`src/rtl/delay_cnt.sv`:
```
// rtl/delay_cnt.sv - loadable down-counter with zero flag, shared by all waits
module delay_cnt #(
    parameter int unsigned    W       = 8,
    parameter logic [W-1:0]   RST_VAL = '0
) (
    input  logic         clk,
    input  logic         rst_n,
    input  logic         i_load,
    input  logic [W-1:0] i_load_val,
    input  logic         i_en,
    output logic         o_zero
);

    logic [W-1:0] r_cnt;

    // Load has priority; otherwise count down and park at zero.
    always_ff @(posedge clk) begin
        if (!rst_n) begin
            r_cnt <= RST_VAL;
        end else if (i_load) begin
            r_cnt <= i_load_val;
        end else if (i_en && (r_cnt != '0)) begin
            r_cnt <= r_cnt - 1'b1;
        end
    end

    assign o_zero = (r_cnt == '0);

endmodule

```
`config.mk`:
```
export PLATFORM = sky130hd
export DESIGN_NAME = delay_cnt
export DESIGN_NICKNAME = d
export VERILOG_FILES = /design/src/rtl/delay_cnt.sv
export SDC_FILE = /design/constraint.sdc
export NUM_CORES = 1
export LEC_CHECK = 0
export BUFFER_PORTS_ARGS = -buffer_cell sky130_fd_sc_hd__buf_2
export CORE_ASPECT_RATIO = 0.9
export CORE_MARGIN = 1
export CORE_UTILIZATION = 30
export DETAILED_ROUTE_END_ITERATION = 16
export GPL_ROUTABILITY_DRIVEN = 0
export HOLD_SLACK_MARGIN = 0.08
export PLACE_DENSITY = 0.49
export SYNTH_ARGS = -nofsm -noshare
export SYNTH_HDL_FRONTEND = slang
export SYNTH_SLANG_ARGS = --single-unit
```
`constraint.sdc`:
```
create_clock -name clk -period 1.8 [get_ports clk]
set_input_delay 0.09 -clock clk [delete_from_list [all_inputs] [get_ports clk]]
set_output_delay 0.09 -clock clk [all_outputs]
set_load 0.02 [all_outputs]
```
=== Yosys cells after proc, flatten, opt, wreduce, memory -nomap -nowiden ===
Cells that the tools add are included.
Widths: inputs -> output; s select.

* Multiplexer cells: 2
* Add/sub/neg operators: 1
* Reduce and logical (&&, ||, !) cells: 4

{| class="wikitable"
|+ Operators with widths
! cell !! number
|-
| $mux 8 || 2
|-
| $logic_not 8->1 || 1
|-
| $reduce_bool 8->1 || 1
|-
| $sub 8x1->8 const B || 1
|-
| $reduce_bool 2->1 || 1
|-
| $logic_and 1x1->1 || 1
|}

* Logic and storage cells: 8
* Input port bits: 12
* Register bits: 8

=== Depth between registers and ports, before layout ===
* Depth after elaboration: 4
* Gate-level depth with buffers: 6
* Depth with buffers taken out: 6

=== Worst setup path after synthesis ===
Ideal clock, no wire load.

* Path kind: reg2reg
* Start: reg r_cnt[2]
* End: reg r_cnt[0]
* Buffers on the path: 0
* Setup slack: 0.118 ns
* Arrival: 1.565 ns
* Setup time: 0.116 ns
* Clock period less this slack: 1.682 ns
* Stages on the path, launching flop included: 5
* Cell sequence: dfxtp_1 -> or4_4 -> o41ai_4 -> xnor2_1 -> o211a_1

* Longest elaborated chain between the ends: 3

{| class="wikitable"
|+ Ends and longest elaborated chain
! what !! line !! RTL
|-
| from (decl) || 14 || <nowiki>logic [W-1:0] r_cnt;</nowiki>
|-
| from (signal assigned) || 21 || <nowiki>r_cnt <= i_load_val;</nowiki>
|-
| from (signal assigned) || 23 || <nowiki>r_cnt <= r_cnt - 1'b1;</nowiki>
|-
| $reduce_bool 8->1 || 22 || <nowiki>end else if (i_en && (r_cnt != '0)) begin</nowiki>
|-
| $logic_and 1x1->1 || 22 ||
|-
| $reduce_bool 2->1 (no line) || -- ||
|}

No other way between the ends.
A chain may end at the register's enable or synchronous reset.

=== Final worst setup path ===
* Start: reg r_cnt[2]
* End: reg r_cnt[6]

* Longest elaborated chain between the ends: 3
* Elaborated cells on any way between the ends: 6

{| class="wikitable"
|+ Ends and longest elaborated chain
! what !! line
|-
| $sub 8x1->8 / $reduce_bool 8->1 (equally long branches) || 23, 22
|-
| $mux 8 / $logic_and 1x1->1 (equally long branches) || 22
|-
| $mux 8 / $reduce_bool 2->1 (equally long branches) || --
|}

Parallel ways exist; a longest one is shown, timed or not. The select of a mux whose other input is x is not followed.

==> flow_summary.yaml <==
clocking:
  clk_pin_slew_worst_paths_ns: 0.06
  root_buffer: "clkbuf_4"
  cts_tree: "built"
  clockBufferDepth: 2
  cts_sinks: 8
  htreeDepth: 1
  clk_latency_ns: 0.25
  post_cts_buffers: 0
  cts_made_buffers: 3
pwr:
  p_leak_nw: 0.287
  powerDensity_nw_per_um2: 744
  worst_ir_drop_vdd_mv: 0.404
critical_path:
  cp-start-kind: "flop"
  arrival_ns: 1.95
  cp_max_fo: 4
  cp-endpoint: "r_cnt[6]"
  rrSetupSlack_ns: 0.03
  required_ns: 1.98
  r2r-start: "r_cnt[2]"
  worstSetupStartpoint: "r_cnt[2]"
  path_class: "reg2reg"
  worstSetupEndpointType: "flop"
  r2r_end: "r_cnt[6]"
  reg2reg_depth: 4
timing:
  timing.final.crit_share_pct: 98.1
  final_hold_viol_count: 0
  setup_tns_ns: 0
  max_clock_freq_mhz: 566
  holdWs_ns: 0.111
  finalSetupViolations: 0
  maxSlewViolCount: 0
  slew_headroom_pct: 78.9
  rsz0062_at_grt: "true"
  finClkSkew_ns: 0.00159
  setup_ws_ns: 0.0337
  period_minus_slack_ns: 1.77
  tightestPinTransition_ns: 0.316
finish:
  final_nets: 94
  largest_reg_flops: 8
  drive_gt1_share_pct: 39.7
  largestRegisters: "r_cnt: 8 flops"
  post-route-util_pct: 44.9
  area_delta_synth_final_pct: 33.7
  fin_area_um2: 679
  antenna-diode-count: 0
  top_register: "r_cnt"
  num-fill-cells: 165
status:
  outcome: "completed"
logic_synthesis:
  synthAdderAreaFrac_pct: 4.93
  syn_area_um2: 508
  synth_compound_area_share_pct: 25.6
  synth_nets: 72
  synth.area.mux_share_pct: 1.97
  synth_xor_area_share_pct: 5.17
  ys_seq_area_share_pct: 31.5
  ys_ff_latch: 8
  yosys_warnings: 0
  syn_area_per_cell_um2: 8.76
  synth_top_family_by_area: "simple AND/OR/NAND/NOR gates"
  synth_cell_types: 28
  synthSimpleGateAreaFrac_pct: 26.4
  syn_inst: 58
grt:
  grt_pass1_wl_um: 1910
  grt_pass1_vias: 443
  grt_start_max_net_pins: 12
  grt_overflow: 0
  grt_antenna_before_repair: 0
  grt_util_all_layers_pct: 15.7
floorplanning:
  initial_core_util_pct: 33.6
  core_region_area_um2: 1510
  die-area_um2: 1860
  die_width_um: 45.4
  die_h_um: 41.0
  io_pins: 13
  num_rows: 13
route:
  dr.pass1.iters: 4
  ant_nets: 0
  via_count: 471
  viasPerCell: 4.71
  drt-total-wl_um: 1160
  drt_iter0_drc: 7
  drc_errors: 0
  wire_per_inst_um: 11.6
placement:
  dp_hpwl_um: 886
  dp_slack_ns: 0.00226
  placed_cell_area_um2: 633
  numPortBuffers: 12
run:
  drv_cap: 0
min_path:
  holdCritStartpoint: "i_load_val[7]"
  hold_class: "in2reg"
-- synthesized netlist by cell type --
| master | instances | area (µm²) |
|---|---|---|
| a21oi_1 | 4 | 20.0 |
| nor3b_1 | 3 | 22.5 |
| buf_1 | 1 | 3.75 |
| nand2_1 | 1 | 3.75 |
| o211a_1 | 1 | 10.0 |
| nand4_1 | 1 | 6.26 |
| nand2b_1 | 1 | 6.26 |
| nand3_1 | 2 | 10.0 |
| and2_1 | 2 | 12.5 |
| xnor2_1 | 3 | 26.3 |
| or4_4 | 1 | 11.3 |
| o41ai_4 | 1 | 27.5 |
| or4b_2 | 1 | 10.0 |
| a31oi_1 | 2 | 12.5 |
| mux2i_1 | 1 | 10.0 |
| o31ai_1 | 3 | 22.5 |
| dfxtp_1 | 8 | 160 |
| nor4_1 | 1 | 6.26 |
| or4_2 | 1 | 8.76 |
| inv_1 | 4 | 15.0 |
| o21a_1 | 1 | 7.51 |
| nor2_1 | 2 | 7.51 |
| ha_1 | 2 | 25.0 |
| or3b_2 | 1 | 8.76 |
| clkbuf_1 | 1 | 3.75 |
| nor3_1 | 1 | 5.00 |
| o21ai_0 | 6 | 30.0 |
| or4_1 | 2 | 15.0 |
-- through the flow --
stage               power (W)  cells
floorplan            0.000309     58
finish               0.000505    100
CTS                  0.000509    100
detailed placement   0.000365     96
global route         0.000546    100
global placement     0.000365     96
-- cells in the final DEF (no fill, tap or decap), types with 3 or more instances in the layout --
cell      count
a21oi_1       4
o31ai_1       3
buf_4         6
inv_1         3
clkbuf_4      3
dfxtp_1       5
buf_2        12
o21ai_0       6
nor3b_1       3
-- how the worst min path moves through the flow --
stage,end,cells after the start
after global routing,r_cnt[0],2
final,r_cnt[7],3
after detailed placement,r_cnt[1],3
after CTS,r_cnt[3],3
after global placement,r_cnt[1],3
after floorplan,r_cnt[1],2
-- cell type report --
cell class | instances | area (µm²) | share of cell area, %
Multi-Input combinational cell | 44 | 333 | 49.0
Sequential cell | 8 | 166 | 24.5
Timing Repair Buffer | 19 | 115 | 16.9
Tap cell | 22 | 27.5 | 4.05
Inverter | 4 | 15.0 | 2.21
Clock buffer | 3 | 22.5 | 3.31
-- timing repair --
action / 4_1_cts / 5_1_grt
endpoints found under the hold margin: 1 / 0
hold buffers: 1 / 0
gates resized for setup: 0 / 6
setup endpoints to repair: 0 / 6
-- kinds of logic (layout without fill, tap and decap cells) --
group | Yosys count | in the layout
AOI/OAI and AO/OA | 18 | 18
DFF | 8 | 8
muxes | 1 | 1
and+or+nand+nor | 20 | 20
buffers and inverters | 6 | 26
adders and majority gates | 2 | 2
xor gates and xnor gates | 3 | 3
-- critical path, cell delays in order (launching register included) --
cell and delay (ns):
dfxtp_2 0.33, or4_4 0.55, buf_4 0.16, or4_1 0.49, a31oi_1 0.17
-- power breakdown --
part / switching, W / leakage, nW / total, W / internal, W
Combinational: 0.0000737 / 0.205 / 0.000157 / 0.0000830
Sequential: 0.0000169 / 0.0677 / 0.000211 / 0.000194
Clock: 0.0000612 / 0.0138 / 0.000138 / 0.0000763
-- routing by layer --
| layer | share of wire, % | track usage [%] | vias to the layer above |
|---|---|---|---|
| met4 | 0.69 | 6.82 | 0 |
| met5 | 0 | 0 | - |
| met2 | 42 | 25.4 | 11 |
| met3 | 3.7 | 5.29 | 2 |
| li1 | - | - | 262 |
| met1 | 53 | 19.3 | 196 |
Power figures use the tool's default switching activity.
